## config.mk

```make
export PLATFORM = sky130hd
export DESIGN_NAME = ysyx_220053_mc_controller
export DESIGN_NICKNAME = d
export VERILOG_FILES = /design/src/rtl/ysyx_220053_mc_controller.sv
export SDC_FILE = /design/constraint.sdc
export NUM_CORES = 1
export LEC_CHECK = 0
export CORE_MARGIN = 10
export CORE_UTILIZATION = 65
export CTS_CLUSTER_DIAMETER = 30
export DETAILED_ROUTE_END_ITERATION = 10
export DONT_BUFFER_PORTS = 1
export PLACE_DENSITY = 0.81
export RECOVER_POWER = 25
export SYNTH_ARGS = -nofsm -noshare
export SYNTH_HDL_FRONTEND = slang
export SYNTH_SLANG_ARGS = --single-unit
```

## constraint.sdc

```tcl
create_clock -name clk -period 3 [get_ports clk]
set_input_delay 0.6 -clock clk [delete_from_list [all_inputs] [get_ports clk]]
set_output_delay 0.6 -clock clk [all_outputs]
set_load 0.02 [all_outputs]
```

## src/rtl/ysyx_220053_mc_controller.sv

```systemverilog
// Multi-cycle NPC control unit: FETCH/DECODE/MEM/WB sequencer, RV64I decode, trap halting.
// Optional perf counters are enabled by defining YSYX_220053_CTRL_PERF_EN.
module ysyx_220053_mc_controller #(
  parameter int XLEN        = 64,
  parameter int MEM_TIMEOUT = 255
) (
  input  logic            clk,
  input  logic            rst,
  input  logic            if_valid,
  output logic            if_ready,
  input  logic [31:0]     instr_i,
  input  logic            br_taken,
  output logic            mem_req,
  output logic            mem_we,
  input  logic            mem_ack,
  output logic            alu_src_b,
  output logic [2:0]      ext_op,
  output logic [1:0]      wb_sel,
  output logic            reg_wen,
  output logic            pc_wen,
  output logic            pc_sel,
  output logic            halt,
  output logic [1:0]      trap_cause,
  output logic [XLEN-1:0] cyc_cnt,
  output logic [XLEN-1:0] inst_cnt
);
  typedef enum logic [2:0] {S_FETCH, S_DECODE, S_MEM, S_WB, S_HALT} state_t;

  localparam logic [6:0]  OP_LUI    = 7'b0110111;
  localparam logic [6:0]  OP_AUIPC  = 7'b0010111;
  localparam logic [6:0]  OP_JAL    = 7'b1101111;
  localparam logic [6:0]  OP_JALR   = 7'b1100111;
  localparam logic [6:0]  OP_BRANCH = 7'b1100011;
  localparam logic [6:0]  OP_LOAD   = 7'b0000011;
  localparam logic [6:0]  OP_STORE  = 7'b0100011;
  localparam logic [6:0]  OP_IMM    = 7'b0010011;
  localparam logic [6:0]  OP_IMM32  = 7'b0011011;
  localparam logic [6:0]  OP_OP     = 7'b0110011;
  localparam logic [6:0]  OP_OP32   = 7'b0111011;
  localparam logic [31:0] EBREAK    = 32'h00100073;
  localparam logic [15:0] TMO       = 16'(MEM_TIMEOUT);

  state_t      r_state, w_next;
  logic [31:0] r_ir;
  logic [15:0] r_tmo;
  logic [1:0]  r_cause, w_cause;
  logic        r_src_b, r_we;
  logic [2:0]  r_ext;
  logic [1:0]  r_wb_sel;
  logic        w_src_b, w_we, w_mem, w_bad;
  logic [2:0]  w_ext;
  logic [1:0]  w_wb_sel;
  logic [6:0]  w_opc;
  logic [2:0]  w_f3;

  assign w_opc = r_ir[6:0];
  assign w_f3  = r_ir[14:12];

  always_comb begin
    w_src_b  = 1'b1;
    w_ext    = 3'd0;
    w_wb_sel = 2'd0;
    w_we     = 1'b0;
    w_mem    = 1'b0;
    w_bad    = 1'b0;
    case (w_opc)
      OP_LUI, OP_AUIPC: w_ext = 3'd1;
      OP_JAL: begin
        w_ext    = 3'd4;
        w_wb_sel = 2'd2;
      end
      OP_JALR: begin
        w_wb_sel = 2'd2;
        w_bad    = (w_f3 != 3'b000);
      end
      OP_LOAD: begin
        w_wb_sel = 2'd1;
        w_mem    = 1'b1;
        w_bad    = (w_f3 == 3'b111);
      end
      OP_STORE: begin
        w_ext = 3'd2;
        w_we  = 1'b1;
        w_mem = 1'b1;
        w_bad = w_f3[2];
      end
      OP_BRANCH: begin
        w_ext   = 3'd3;
        w_src_b = 1'b0;
        w_bad   = (w_f3[2:1] == 2'b01);
      end
      OP_IMM:   w_ext = 3'd0;
      OP_IMM32: w_bad = !(w_f3 == 3'b000 || w_f3 == 3'b001 || w_f3 == 3'b101);
      OP_OP: begin
        w_ext   = 3'd5;
        w_src_b = 1'b0;
      end
      OP_OP32: begin
        w_ext   = 3'd5;
        w_src_b = 1'b0;
        w_bad   = !(w_f3 == 3'b000 || w_f3 == 3'b001 || w_f3 == 3'b101);
      end
      default: w_bad = 1'b1;
    endcase
  end

  // SYSTEM decodes as illegal, so ebreak must be tested before w_bad.
  always_comb begin
    w_next   = r_state;
    w_cause  = r_cause;
    if_ready = (r_state == S_FETCH);
    mem_req  = (r_state == S_MEM);
    pc_wen   = (r_state == S_WB);
    halt     = (r_state == S_HALT);
    reg_wen  = (r_state == S_WB) && (w_opc != OP_BRANCH) && (w_opc != OP_STORE)
               && (r_ir[11:7] != 5'd0);
    pc_sel   = (r_state == S_WB) && ((w_opc == OP_JAL) || (w_opc == OP_JALR)
               || ((w_opc == OP_BRANCH) && br_taken));
    case (r_state)
      S_FETCH:  if (if_valid) w_next = S_DECODE;
      S_DECODE: begin
        if (r_ir == EBREAK) begin
          w_next  = S_HALT;
          w_cause = 2'd1;
        end else if (w_bad) begin
          w_next  = S_HALT;
          w_cause = 2'd2;
        end else if (w_mem) begin
          w_next = S_MEM;
        end else begin
          w_next = S_WB;
        end
      end
      S_MEM: begin
        if (mem_ack) begin
          w_next = S_WB;
        end else if (r_tmo == TMO) begin
          w_next  = S_HALT;
          w_cause = 2'd3;
        end
      end
      S_WB:    w_next = S_FETCH;
      default: w_next = S_HALT;
    endcase
  end

  always_ff @(posedge clk) begin
    if (rst) begin
      r_state  <= S_FETCH;
      r_ir     <= '0;
      r_tmo    <= '0;
      r_cause  <= '0;
      r_src_b  <= 1'b0;
      r_we     <= 1'b0;
      r_ext    <= '0;
      r_wb_sel <= '0;
    end else begin
      r_state <= w_next;
      r_cause <= w_cause;
      r_tmo   <= (r_state == S_MEM) ? r_tmo + 16'd1 : '0;
      if (r_state == S_FETCH && if_valid) r_ir <= instr_i;
      if (r_state == S_DECODE) begin
        r_src_b  <= w_src_b;
        r_we     <= w_we;
        r_ext    <= w_ext;
        r_wb_sel <= w_wb_sel;
      end
    end
  end

  assign alu_src_b  = r_src_b;
  assign mem_we     = r_we;
  assign ext_op     = r_ext;
  assign wb_sel     = r_wb_sel;
  assign trap_cause = r_cause;

`ifdef YSYX_220053_CTRL_PERF_EN
  logic [XLEN-1:0] r_cyc, r_inst;

  always_ff @(posedge clk) begin
    if (rst) begin
      r_cyc  <= '0;
      r_inst <= '0;
    end else begin
      if (r_state != S_HALT) r_cyc <= r_cyc + XLEN'(1);
      if (r_state == S_WB) r_inst <= r_inst + XLEN'(1);
    end
  end

  assign cyc_cnt  = r_cyc;
  assign inst_cnt = r_inst;
`else
  assign cyc_cnt  = '0;
  assign inst_cnt = '0;
`endif
endmodule
```

==> results of run 1 <==
[per-stage QoR]
stage / instance area [um2] / setup slack (ns) / util, % / std cells
after floorplan: 4081 / 1.144 / - / 587
after global placement: 3149 / 1.015 / 57.90 / 515
after detailed placement: 3149 / 1.004 / 57.90 / 515
after CTS: 3306 / 0.6278 / 60.78 / 529
after global routing: 3297 / 0.5210 / 60.62 / 529
final: 3297 / 0.6488 / 60.62 / 529
[state kept, by name, summed over array words and instances (netlist names)]
| register | count |
|---|---|
| r_state | 3 |
| trap_cause | 2 |
| wb_sel | 2 |
| r_tmo | 16 |
| mem_we | 1 |
| alu_src_b | 1 |
| ext_op | 3 |
| r_ir | 32 |
[placed cells by master, fill, tap and decap left out, types with 2 or more instances in the layout]
cell type,Yosys,routed
sky130_fd_sc_hd__nand4_1,6,6
sky130_fd_sc_hd__a21oi_1,44,44
sky130_fd_sc_hd__and2_1,3,3
sky130_fd_sc_hd__o21ai_0,5,5
sky130_fd_sc_hd__nor4_1,10,10
sky130_fd_sc_hd__nand4b_1,2,2
sky130_fd_sc_hd__nand2_1,84,84
sky130_fd_sc_hd__conb_1,1,128
sky130_fd_sc_hd__nor3b_1,3,3
sky130_fd_sc_hd__dfxtp_1,60,60
sky130_fd_sc_hd__xor2_1,5,5
sky130_fd_sc_hd__inv_1,5,6
sky130_fd_sc_hd__clkbuf_1,10,2
sky130_fd_sc_hd__buf_4,129,2
sky130_fd_sc_hd__and3_1,3,3
sky130_fd_sc_hd__nor2_1,25,25
sky130_fd_sc_hd__nor3_1,6,7
sky130_fd_sc_hd__nor4b_2,2,2
sky130_fd_sc_hd__or3_1,5,5
sky130_fd_sc_hd__nand2b_1,2,2
sky130_fd_sc_hd__clkbuf_8,0,10
sky130_fd_sc_hd__a31oi_1,3,3
sky130_fd_sc_hd__nand3_1,8,8
sky130_fd_sc_hd__nor4b_1,2,2
sky130_fd_sc_hd__xnor2_1,5,5
sky130_fd_sc_hd__clkinv_2,0,3
sky130_fd_sc_hd__o21bai_1,2,2
sky130_fd_sc_hd__nand3b_1,2,2
[metal layers]
layer | vias to the layer above | global-route usage [%]
li1 | 1260 | -
met4 | 0 | 7.980
met5 | - | 0
met1 | 1169 | 15.44
met2 | 78 | 32.27
met3 | 10 | 5.710
[worst max-delay path, stage by stage, from the launching register on]
cell	delay, ns
sky130_fd_sc_hd__dfxtp_1	0.38
sky130_fd_sc_hd__nand4bb_4	0.31
sky130_fd_sc_hd__nor2_1	0.25
sky130_fd_sc_hd__a31oi_1	0.12
sky130_fd_sc_hd__nor2_1	0.35
[worst max-delay path by stage]
stage,endpoint,slack [ns],cells after the start
after floorplan,reg_wen,1.14,3
after global placement,pc_sel,1.01,4
after detailed placement,pc_sel,1.00,4
after CTS,pc_sel,0.63,4
after global routing,pc_sel,0.52,4
final,pc_sel,0.65,4
[where the power goes]
group	internal [W]	leakage (nW)	switching [W]	total, W
sequential	0.000854	0.489	0.0000655	0.000920
combinational	0.0000800	0.784	0.000288	0.000368
clock	0.000308	0.0848	0.000291	0.000599
[cell families after synthesis]
kind of cell	Yosys count
other cells	1
xor+xnor	10
buf+inv	153
compound gates	63
simple gates	171
mux	1
flops	60
fa+ha+maj	1
[layout make-up]
class                      instances  share of cell area (%)
tap                               72                   2.732
timing repair buffer               3                  0.5693
clock inverter                     3                  0.4554
inverter                           6                  0.6831
clock buffer                      11                   4.288
sequential                        60                   36.43
multi-input combinational        374                   54.84
==> results.py, run 1 <==
metrics = {
    "layout": {
        "syn2layout_area_growth_pct": -8.539,
        "antenna_cells": 0,
        "seqCellArea_um2": 1201,
        "fillers": 551,
        "final_net_count": 492,
        "layout_cell_share_with_drive_strength_beyond_1_pct": 5.033,
        "multi_input_area_um2": 1808,
    },
    "synthesis": {
        "async_flop_share_pct": 0,
        "ys.flop_type": "sky130_fd_sc_hd__dfxtp_1",
        "synth_top_family_by_area": "buffers and inverters",
        "register_bit_total_from_synthesis": 60,
        "synthCells": 460,
        "yosys.area_share.xor_xnor_pct": 2.430,
        "postSynthAreaPerCell_um2": 7.836,
        "ys_warn_count": 0,
        "netlist.top_cell.by_area": "sky130_fd_sc_hd__dfxtp_1",
        "synth_fa_ha_area_share_pct": 0.3471,
        "synthTopCellsByCount": "129 x sky130_fd_sc_hd__buf_4, 84 x sky130_fd_sc_hd__nand2_1, 60 x sky130_fd_sc_hd__dfxtp_1, 44 x sky130_fd_sc_hd__a21oi_1, 25 x sky130_fd_sc_hd__nor2_1",
        "synth_largest_type_area_fraction_pct": 33.32,
        "synth_compound_area_share_pct": 10.10,
        "synth.yosys.seq_area_share_pct": 33.32,
        "synth.top_cells.by_area": "sky130_fd_sc_hd__dfxtp_1 33%, sky130_fd_sc_hd__buf_4 27%, sky130_fd_sc_hd__nand2_1 8.7%, sky130_fd_sc_hd__a21oi_1 6.1%, sky130_fd_sc_hd__nor2_1 2.6%",
        "synth-edff-count": 0,
        "post_synth_and_or_nand_nor_area_fraction_pct": 23.81,
        "yosys.cell_types.count": 48,
        "syn-cell-area_um2": 3605,
        "proportion_of_synthesized_area_in_mux_cells_pct": 0.2777,
        "most_frequently_used_cell_type_in_the_post_synthesis_netlist": "sky130_fd_sc_hd__buf_4",
    },
    "die": {
        "die_width_um": 94.47,
        "height_of_the_die_um": 94.47,
        "design.portCount": 180,
        "area_of_the_placeable_core_um2": 5439,
        "floorplan.initialDensity_pct": 66.28,
        "std_cell_rows": 27,
        "floorplan.die_area_um2": 8925,
    },
    "grt": {
        "grt_max_degree": 47,
        "wire_length_of_the_first_global_routing_pass_um": 11930,
        "vias_in_the_first_global_route": 2402,
        "grt.total_usage_pct": 16.81,
        "grt_overflow_total": 0,
        "antenna_found_initial": 0,
    },
    "pwr": {
        "worst_ir_drop_vdd_uv": 324.6,
        "pwr_density_cell_nw_per_um2": 572.5,
        "power.total_w": 0.001887,
        "leakagePower_nw": 1.357,
    },
    "critical_path": {
        "r2r_path_start": "r_state[1]",
        "timing.critical_path.from_type": "flip-flop",
        "cp.required_ns": 2.40,
        "worstPathArrival_ns": 1.75,
        "worst_r2r_endpoint": "r_ir[1]",
        "rr_worst_depth": 5,
        "end_kind": "output pin",
        "setup.worst_path.start": "r_ir[3]",
        "crit_fanout": 9,
        "critical_path_class": "reg2out",
        "regToRegSetupSlack_ns": 0.91,
    },
    "detailed_routing": {
        "route.detailed.vias_per_inst": 4.758,
        "dr.max_layer_used": "met4",
        "wirelength_met1_um": 2777,
        "dr_wl_met3_um": 597,
        "drt_wl_total_um": 7828,
        "post_drt_wl_per_cell_um": 14.80,
        "drt_drc_violations_left": 0,
        "route.antenna.remaining_nets": 0,
        "routed-wl-met2_um": 4352,
        "vias": 2517,
        "drt-initial-drc-count": 131,
        "initial_drt_pass_iterations": 4,
    },
    "sta": {
        "post-route-period-util_pct": 78.37,
        "final_hold_viol_count": 0,
        "totalNegativeSetupSlack_ns": 0,
        "finalSetupViolations": 0,
        "period_minus_ws_final_ns": 2.351,
        "grt_setup_unrepaired": "false",
        "worst_clock_skew_ns": 0.006200,
        "worst-slew-pin-transition_ns": 1.021,
        "max_clock_freq_ghz": 0.4253,
        "normalized_max_slew_margin_pct": 31.77,
        "report.final.slew_viol_count": 0,
        "hold-worst-slack_ns": 0.3280,
    },
    "cts": {
        "clkLatencyLatePin_ns": 0.34,
        "cts_buffer_depth": 2,
        "numCtsBuffers": 9,
        "cts.root.buffer_cell": "sky130_fd_sc_hd__clkbuf_8",
        "clock_pin_slew_on_the_worst_setup_and_hold_paths_ns": 0.06,
        "h-tree-depth": 3,
        "post_cts_buffers": 0,
        "hold_buffers": 0,
        "sinks_on_the_clock_net": 60,
        "cts_tree": "done",
        "cts-resized-gates": 0,
    },
    "hold_path": {
        "min-delay-path-class": "in2reg",
        "hold_depth": 1,
        "min_delay_worst_endpoint": "r_state[2]",
        "min_from": "rst",
    },
    "place": {
        "gpl.final_weighted_congestion": 0.8698,
        "detailed_place_hpwl_um": 6168,
        "numPortBuffers": 0,
    },
    "run": {
        "timing.max_cap.violations": 0,
    },
    "status": {
        "outcome": "finished clean",
    },
}
Note: power is estimated with default switching activity, not from simulation.
==> inputs of run 2 (changes only) <==
--- a/config.mk
+++ b/config.mk
@@ -6,11 +6,11 @@
 export NUM_CORES = 1
 export LEC_CHECK = 0
 export CORE_MARGIN = 10
-export CORE_UTILIZATION = 65
+export CORE_UTILIZATION = 64
 export CTS_CLUSTER_DIAMETER = 30
 export DETAILED_ROUTE_END_ITERATION = 10
 export DONT_BUFFER_PORTS = 1
-export PLACE_DENSITY = 0.81
+export PLACE_DENSITY = 0.8
 export RECOVER_POWER = 25
 export SYNTH_ARGS = -nofsm -noshare
 export SYNTH_HDL_FRONTEND = slang
==> constraint.sdc (replaced) <==
create_clock -name clk -period 2.2 [get_ports clk]
set_input_delay 0.44 -clock clk [delete_from_list [all_inputs] [get_ports clk]]
set_output_delay 0.44 -clock clk [all_outputs]
set_load 0.02 [all_outputs]
==> run 2 against run 1 <==
Net effect: flip-flop and latch count is the same; wire length grew 0.59%; combinational power grew 38%; first-iteration DRC count grew 9.2%; total power grew 51%; non-clock buffer count grew 3; clock-buffer cell count is the same; sequential power grew 36%; critical path type unchanged; cell count grew 0.95%.
==> results.py, run 2 (synthesis results as in run 1) <==
metrics = {
    "die": {
        "floorplan.initialDensity_pct": 65.87,
        "design.portCount": 180,
        "die_width_um": 95.05,
        "std_cell_rows": 27,
        "floorplan.die_area_um2": 9035,
        "height_of_the_die_um": 95.05,
        "area_of_the_placeable_core_um2": 5473,
    },
    "layout": {
        "layout_top_registers": "r_ir (32), r_tmo (16)",
        "layout_cell_share_with_drive_strength_beyond_1_pct": 6.494,
        "final_net_count": 495,
        "max_flop_register": "r_ir",
        "mostFrequentLayoutCells": "128 x sky130_fd_sc_hd__conb_1, 84 x sky130_fd_sc_hd__nand2_1, 60 x sky130_fd_sc_hd__dfxtp_1",
        "fillers": 508,
        "layout_commonest_cell": "sky130_fd_sc_hd__conb_1",
        "syn2layout_area_growth_pct": -6.109,
        "largest_register_ff_count": 32,
        "antenna_cells": 0,
    },
    "sta": {
        "worst_clock_skew_ns": 0.01251,
        "max_clock_freq_ghz": 0.4813,
        "period_minus_ws_final_ns": 2.078,
        "grt_setup_unrepaired": "false",
        "report.final.slew_viol_count": 0,
        "worst-slew-pin-transition_ns": 0.8640,
        "normalized_max_slew_margin_pct": 41.96,
        "final.setup.worst_slack_ns": 0.1222,
        "final_hold_viol_count": 0,
        "totalNegativeSetupSlack_ns": 0,
        "post-route-period-util_pct": 94.45,
        "finalSetupViolations": 0,
    },
    "pwr": {
        "leakagePower_nw": 1.401,
        "power.total_w": 0.002853,
        "pwr_density_cell_nw_per_um2": 843.0,
        "worst_ir_drop_vdd_uv": 501.1,
    },
    "detailed_routing": {
        "route.antenna.remaining_nets": 0,
        "route.detailed.vias_per_inst": 4.788,
        "post_drt_wl_per_cell_um": 14.75,
        "initial_drt_pass_iterations": 4,
        "drt-initial-drc-count": 143,
        "drt_drc_violations_left": 0,
        "drt_wl_total_um": 7874,
        "vias": 2557,
    },
    "grt": {
        "grt.total_usage_pct": 16.39,
        "antenna_found_initial": 0,
        "grt_max_degree": 47,
        "grt_overflow_total": 0,
        "wire_length_of_the_first_global_routing_pass_um": 11800,
        "vias_in_the_first_global_route": 2410,
    },
    "cts": {
        "h-tree-depth": 3,
        "numCtsBuffers": 9,
        "post_cts_buffers": 0,
        "cts_tree": "done",
        "clock_pin_slew_on_the_worst_setup_and_hold_paths_ns": 0.07,
        "clkLatencyLatePin_ns": 0.34,
        "cts_buffer_depth": 2,
        "cts.root.buffer_cell": "sky130_fd_sc_hd__clkbuf_8",
        "sinks_on_the_clock_net": 60,
    },
    "critical_path": {
        "end_kind": "output pin",
        "rr_worst_depth": 5,
        "cp.required_ns": 1.76,
        "worstPathArrival_ns": 1.64,
        "crit_fanout": 12,
        "timing.critical_path.from_type": "flip-flop",
        "critical_path_class": "reg2out",
    },
    "status": {
        "outcome": "finished clean",
    },
    "place": {
        "gpl.final_weighted_congestion": 0.8823,
        "numPortBuffers": 0,
        "place_ws_ns": 0.3659,
        "detailed_place_hpwl_um": 6169,
    },
    "run": {
        "timing.max_cap.violations": 0,
    },
    "hold_path": {
        "min-delay-path-class": "in2reg",
        "hold_depth": 1,
    },
}
-- run 2: cell count changes in the layout (fill, tap and decap cells not counted), sizes merged --
| cell | delta |
|---|---|
| buf | +3 |
| bufinv | +2 |
-- run 2: cell type report --
cell class / count / area [um2] / share of cell area [%]
inverter: 6 / 22.52 / 0.6654
timing repair buffer: 6 / 41.29 / 1.220
clock inverter: 5 / 75.07 / 2.218
tap: 72 / 90.09 / 2.662
sequential: 60 / 1201 / 35.49
multi-input combinational: 374 / 1813 / 53.57
clock buffer: 11 / 141.4 / 4.177
-- run 2: critical path, stage by stage (launching register included) --
cell and delay [ns]:
sky130_fd_sc_hd__dfxtp_1 0.55, sky130_fd_sc_hd__nand4b_1 0.18, sky130_fd_sc_hd__nor2_1 0.23, sky130_fd_sc_hd__a31oi_1 0.08, sky130_fd_sc_hd__nor2_2 0.26
-- run 2: repair_timing --
action,CTS,global route
pin swaps,0,0
hold buffers,0,0
setup endpoints to repair,1,1
resized for setup,1,1
-- run 2: stage by stage --
stage,area (um2),util (%),instances,hold slack (ns)
final,3385,61.84,534,0.1699
after global routing,3385,61.84,534,0.1448
after CTS,3391,61.96,534,0.1460
after detailed placement,3172,57.96,518,0.4416
after global placement,3172,57.96,518,0.4361
after floorplan,4081,-,587,0.4262
-- run 2: where the power goes --
group	switching, W	internal [W]	total (W)
clock network	0.000427	0.000663	0.00109
registers	0.0000907	0.00116	0.00125
logic	0.000392	0.000116	0.000508
-- run 2: layer usage --
metal,part of all wire [%],global-route usage [%]
met2,55,30.61
met4,1.3,5.611
met1,35,16.03
met5,0,0
met3,8.6,6.599
-- run 2: path summary, 6_finish.rpt --
check / startpoint / end / slack, ns
setup reg to reg: r_ir[5] / trap_cause[1] / 0.42
hold / removal: rst / r_state[2] / 0.17
hold reg to reg: r_ir[28] / r_ir[28] / 0.45
setup / recovery: r_ir[6] / pc_sel / 0.12
==> inputs of run 3 (changes only) <==
--- a/config.mk
+++ b/config.mk
@@ -12,6 +12,7 @@
 export DONT_BUFFER_PORTS = 1
 export PLACE_DENSITY = 0.8
 export RECOVER_POWER = 25
+export SKIP_LAST_GASP = 1
 export SYNTH_ARGS = -nofsm -noshare
 export SYNTH_HDL_FRONTEND = slang
 export SYNTH_SLANG_ARGS = --single-unit
==> results of run 3 <==
Final layout, timing and power as in run 2 (identical DEF).
